`config.mk`:
```
export PLATFORM = sky130hd
export DESIGN_NAME = serial_rx_flat
export DESIGN_NICKNAME = d
export VERILOG_FILES = /design/src/rtl/serial_rx_if.sv /design/src/rtl/serial_rx.sv /design/src/flat_wrapper.sv
export SDC_FILE = /design/constraint.sdc
export NUM_CORES = 1
export LEC_CHECK = 0
export CORE_MARGIN = 4
export CORE_UTILIZATION = 50
export CTS_BUF_LIST = sky130_fd_sc_hd__clkbuf_16
export DETAILED_ROUTE_END_ITERATION = 8
export PLACE_DENSITY = 0.73
export SLEW_MARGIN = 20
export SYNTH_ARGS = -nofsm -noshare
export SYNTH_HDL_FRONTEND = slang
export SYNTH_SLANG_ARGS = --single-unit
```
`constraint.sdc`:
```
create_clock -name clk -period 4.3 [get_ports clk]
set_input_delay 1.29 -clock clk [delete_from_list [all_inputs] [get_ports clk]]
set_output_delay 1.29 -clock clk [all_outputs]
set_load 0.05 [all_outputs]
```
`src/rtl/serial_rx_if.sv`:
```
// Serial receiver bus: raw serial line in, parallel word and strobes out.
// master = line driver / word consumer side, slave = receiver.
interface serial_rx_if #(
  parameter int unsigned DATA_BITS = 8
);
  logic                 rx;
  logic [DATA_BITS-1:0] data;
  logic                 valid;
  logic                 frame_err;
  logic                 busy;

  modport master (output rx, input data, valid, frame_err, busy);
  modport slave  (input rx, output data, valid, frame_err, busy);
endinterface

```
`src/rtl/serial_rx.sv`:
```
// Bit-serial frame receiver: start bit, DATA_BITS data bits LSB first,
// optional even parity bit, stop bit. Emits a one-cycle valid strobe per
// good word or a one-cycle frame_err strobe per bad frame.
// Optional feature macro: SERIAL_RX_PARITY_EN (adds an even-parity bit).
module serial_rx #(
  parameter int unsigned CLKS_PER_BIT = 4,
  parameter int unsigned DATA_BITS    = 8
) (
  input logic        clk,
  input logic        rst,
  serial_rx_if.slave bus
);

  localparam int unsigned TW = (CLKS_PER_BIT > 2) ? $clog2(CLKS_PER_BIT) : 1;
  localparam int unsigned IW = (DATA_BITS > 1) ? $clog2(DATA_BITS) : 1;
  localparam logic [TW-1:0] HALF_M1  = TW'(CLKS_PER_BIT / 2 - 1);
  localparam logic [TW-1:0] BIT_LAST = TW'(CLKS_PER_BIT - 1);
  localparam logic [IW-1:0] IDX_LAST = IW'(DATA_BITS - 1);

  typedef enum logic [2:0] {
    IDLE,
    START,
    DATA,
`ifdef SERIAL_RX_PARITY_EN
    PARITY,
`endif
    STOP,
    WAIT_HI
  } state_t;

  state_t               state;
  logic [1:0]           sync;
  logic [TW-1:0]        timer;
  logic [IW-1:0]        idx;
  logic [DATA_BITS-1:0] sreg;
  logic [DATA_BITS-1:0] data_q;
  logic                 valid_q;
  logic                 frame_err_q;
  logic                 busy_q;
  logic                 rxs;
  logic                 stop_ok;

  assign rxs = sync[1];

`ifdef SERIAL_RX_PARITY_EN
  logic par_err;
  assign stop_ok = rxs & ~par_err;
`else
  assign stop_ok = rxs;
`endif

  // Synchronizer, frame FSM, bit timer and registered outputs.
  always_ff @(posedge clk) begin
    if (rst) begin
      state       <= IDLE;
      sync        <= 2'b11;
      timer       <= '0;
      idx         <= '0;
      sreg        <= '0;
      data_q      <= '0;
      valid_q     <= 1'b0;
      frame_err_q <= 1'b0;
      busy_q      <= 1'b0;
`ifdef SERIAL_RX_PARITY_EN
      par_err     <= 1'b0;
`endif
    end else begin
      sync        <= {sync[0], bus.rx};
      valid_q     <= 1'b0;
      frame_err_q <= 1'b0;
      case (state)
        IDLE: begin
          if (!rxs) begin
            state  <= START;
            timer  <= '0;
            busy_q <= 1'b1;
          end
        end
        START: begin
          // Mid start bit: a line already back high was a glitch.
          if (timer == HALF_M1) begin
            timer <= '0;
            if (!rxs) begin
              state <= DATA;
              idx   <= '0;
            end else begin
              state  <= IDLE;
              busy_q <= 1'b0;
            end
          end else begin
            timer <= timer + 1'b1;
          end
        end
        DATA: begin
          if (timer == BIT_LAST) begin
            timer     <= '0;
            sreg[idx] <= rxs;
            if (idx == IDX_LAST) begin
`ifdef SERIAL_RX_PARITY_EN
              state <= PARITY;
`else
              state <= STOP;
`endif
            end else begin
              idx <= idx + 1'b1;
            end
          end else begin
            timer <= timer + 1'b1;
          end
        end
`ifdef SERIAL_RX_PARITY_EN
        PARITY: begin
          // Even parity: data bits XOR parity bit must be 0.
          if (timer == BIT_LAST) begin
            timer   <= '0;
            par_err <= (^sreg) ^ rxs;
            state   <= STOP;
          end else begin
            timer <= timer + 1'b1;
          end
        end
`endif
        STOP: begin
          if (timer == BIT_LAST) begin
            timer <= '0;
            if (stop_ok) begin
              data_q  <= sreg;
              valid_q <= 1'b1;
              busy_q  <= 1'b0;
              state   <= IDLE;
            end else begin
              frame_err_q <= 1'b1;
              state       <= WAIT_HI;
            end
          end else begin
            timer <= timer + 1'b1;
          end
        end
        WAIT_HI: begin
          // Hold off until the line returns high so a break cannot retrigger.
          if (rxs) begin
            state  <= IDLE;
            busy_q <= 1'b0;
          end
        end
        default: begin
          state  <= IDLE;
          busy_q <= 1'b0;
        end
      endcase
    end
  end

  assign bus.data      = data_q;
  assign bus.valid     = valid_q;
  assign bus.frame_err = frame_err_q;
  assign bus.busy      = busy_q;

endmodule

```
`src/flat_wrapper.sv`:
```
// flat-port wrapper written by rule: the top's interface ports become plain ports
module serial_rx_flat 
#(
  parameter int unsigned CLKS_PER_BIT = 4,
  parameter int unsigned DATA_BITS    = 8
)
  (clk, rst, bus_rx, bus_data, bus_valid, bus_frame_err, bus_busy);
  serial_rx_if #(.DATA_BITS(DATA_BITS)) bus_i ();
  input logic clk;
  input logic rst;
  input wire logic [$bits(bus_i.rx)-1:0] bus_rx;
  output wire logic [$bits(bus_i.data)-1:0] bus_data;
  output wire logic [$bits(bus_i.valid)-1:0] bus_valid;
  output wire logic [$bits(bus_i.frame_err)-1:0] bus_frame_err;
  output wire logic [$bits(bus_i.busy)-1:0] bus_busy;
  assign bus_i.rx = bus_rx;
  assign bus_data = bus_i.data;
  assign bus_valid = bus_i.valid;
  assign bus_frame_err = bus_i.frame_err;
  assign bus_busy = bus_i.busy;
  serial_rx #(.CLKS_PER_BIT(CLKS_PER_BIT), .DATA_BITS(DATA_BITS)) u_core (.clk(clk), .rst(rst), .bus(bus_i));
endmodule
```
==> results.yml <==
pwr:
  cellInternalPower_mw: 0.492
  powerDensity_nw_per_um2: 369
  switching_power_mw: 0.128
  p_comb_share_pct: 4.0
  leakagePower_nw: 0.545
  p_sw_share_pct: 20.6
  seq_power_share_pct: 44.6
  p_total_mw: 0.619
  clkPwrFrac_pct: 51.4
  ir_drop_uv: 305
critical_path:
  crit_chain: "clkdlybuf4s50_1"
  cp_slowest_stage_delay_ns: 0.81
  worstRegToRegCells: 4
  critPathRequiredTime_ns: 3.01
  r2r_slack_ns: 2.59
  end_kind: "output pin"
  cp.arrival_ns: 1.44
  startpoint_type: "flop"
  cp.depth: 1
  crit_type: "flop to output pin"
  crit_buf_inv: 1
  cp_max_fo: 3
  path_delay_family: "buffers and inverters"
  crit_slowest_cell: "clkdlybuf4s50_1"
floorplan:
  dieArea_um2: 3730
  die_x_um: 61.1
  ios: 14
  coreArea_um2: 2590
  chipHeight_um: 61.1
  start_util_pct: 54.3
  fp-row-count: 18
clock_tree:
  post_cts_resized: 0
  clkLatencyLatePin_ns: 0.27
  postCtsSetupBuffers: 0
  cts_buffers: 5
  cts_tree: "done"
  clockBufferDepth: 2
  cts_hold_buffers: 0
  cts_root_buf: "clkbuf_16"
  clock-sinks: 29
  clk_pin_slew_ns: 0.05
  cts.htree.levels: 2
synth:
  synthFlopType: "dfxtp_1"
  synthesis.area_um2: 1410
  yosysWarnings: 0
  avgSynthCellArea_um2: 9.91
  yosys_register_bits: 29
  synth_edf_count: 0
  async_flop_share_pct: 0
  synth.distinct_cells: 40
  syn_inst: 142
  syn-num-nets: 150
  ys_seq_area_share_pct: 41.2
timing:
  fin_skew_ns: 0.00349
  layout_min_cycle_time_ns: 2.73
  rsz0062_at_grt: "false"
  setup-violations-final: 0
  max_freq_ghz: 0.367
  relSlewSlack_pct: 61.4
  worst_pin_slew_ns: 0.579
  post-route-period-util_pct: 63.4
  hold_viol_final: 0
  slew_viol_final: 0
  tns_ns: 0
global_route:
  antenna_found_initial: 0
  grt_pass1_vias: 1032
  grt_pass1_wl_um: 4860
  grt_util_all_layers_pct: 18.3
  grt_overflow: 0
  grt_max_degree: 31
routing:
  wl_um: 2910
  vias: 1087
  drt_iter0_drc: 43
  antenna_left: 0
  drc_errors: 0
  post_drt_wl_per_cell_um: 15.6
  viasPerCell: 5.84
  drtPass1Iterations: 4
placement:
  hpwl_um: 1960
  place.gp.congestion: 0.766
  placed_cells: 178
  port_buffers: 13
layout:
  syn_to_final_growth_pct: 19.2
  nNetsFinal: 163
  final_common_cell: "dfxtp_1"
  final_cell_mix: "dfxtp_1 (29), nand2b_1 (21), clkdlybuf4s50_1 (13)"
  layout.cells.non_filler: 186
  drive_above_1_share_pct: 12.2
  num_antenna_cells: 0
min_path:
  whs_path_depth: 1
  hp-class: "flop to flop"
job:
  drv_cap: 0
outcome:
  status: "finished, final reports clean"
-- sequential cells by signal, indices dropped and copies added (netlist names) --
signal / flops
u_core.idx: 3
u_core.timer: 2
u_core.bus.frame_err: 1
u_core.sync: 2
u_core.state: 3
u_core.bus.busy: 1
u_core.sreg: 8
u_core.bus.valid: 1
u_core.bus.data: 8
-- through the flow --
step           cell area, um2  worst slack, ns  hold slack (ns)  util [%]
2_1_floorplan            1410             2.24            0.389         -
3_3_place_gp             1540             1.74            0.402      59.5
3_5_place_dp             1540             1.68            0.401      59.5
4_1_cts                  1680             1.56            0.415      64.8
5_1_grt                  1680             1.52            0.425      64.8
6_report                 1680             1.57            0.412      64.8
-- layout make-up --
cell class                      count  area, um2
Multi-Input combinational cell    101        766
Clock inverter                      3       12.5
Inverter                            3       11.3
Timing Repair Buffer               15        145
Clock buffer                        5        125
Sequential cell                    29        581
Tap cell                           30       37.5
Fill cell                         208        912
-- synth_stat cells, types with 2 or more instances --
master / instances / area share [%]
dfxtp_1: 29 / 41
nand2b_1: 21 / 9.3
mux2i_1: 11 / 7.8
a211oi_1: 6 / 3.2
a31oi_1: 6 / 2.7
nand2_1: 6 / 1.6
ha_1: 5 / 4.4
nor2b_1: 5 / 2.2
buf_2: 4 / 1.4
nor2_1: 4 / 1.1
nor3b_1: 4 / 2.1
buf_4: 3 / 1.6
inv_1: 3 / 0.80
a21oi_1: 2 / 0.71
a311oi_1: 2 / 1.2
a41oi_1: 2 / 1.2
and3b_1: 2 / 1.2
clkbuf_1: 2 / 0.53
nor3_1: 2 / 0.71
o21ai_0: 2 / 0.71
or2_2: 2 / 0.89
-- final timing paths --
kind	start	to
worst min-delay path	u_core.sync[0]	u_core.sync[1]
worst min register to register	u_core.sync[0]	u_core.sync[1]
worst max register to register	u_core.timer[0]	u_core.sreg[1]
worst max-delay path	u_core.bus.busy	bus_busy
-- kinds of logic after synthesis --
family,synth area share [%]
buffers and inverters,4.36
adders and majority gates,5.24
AOI/OAI and AO/OA,13.7
and+or+nand+nor,26.0
muxes,9.42
DFF,41.2
-- routing by layer --
layer	track usage, %	wire length (um)
met4	9.29	62
met1	23.8	1330
met5	0	0
met3	6.29	181
met2	27.0	1340
-- power by group through the flow --
stage / combinational [mW] / clock, mW / sequential (mW)
2_1_floorplan: 0.0182 / 0 / 0.281
5_1_grt: 0.0267 / 0.341 / 0.276
3_5_place_dp: 0.0242 / 0 / 0.281
4_1_cts: 0.0245 / 0.327 / 0.276
6_report: 0.0245 / 0.319 / 0.276
3_3_place_gp: 0.0235 / 0 / 0.281
Power figures use the tool's default switching activity.
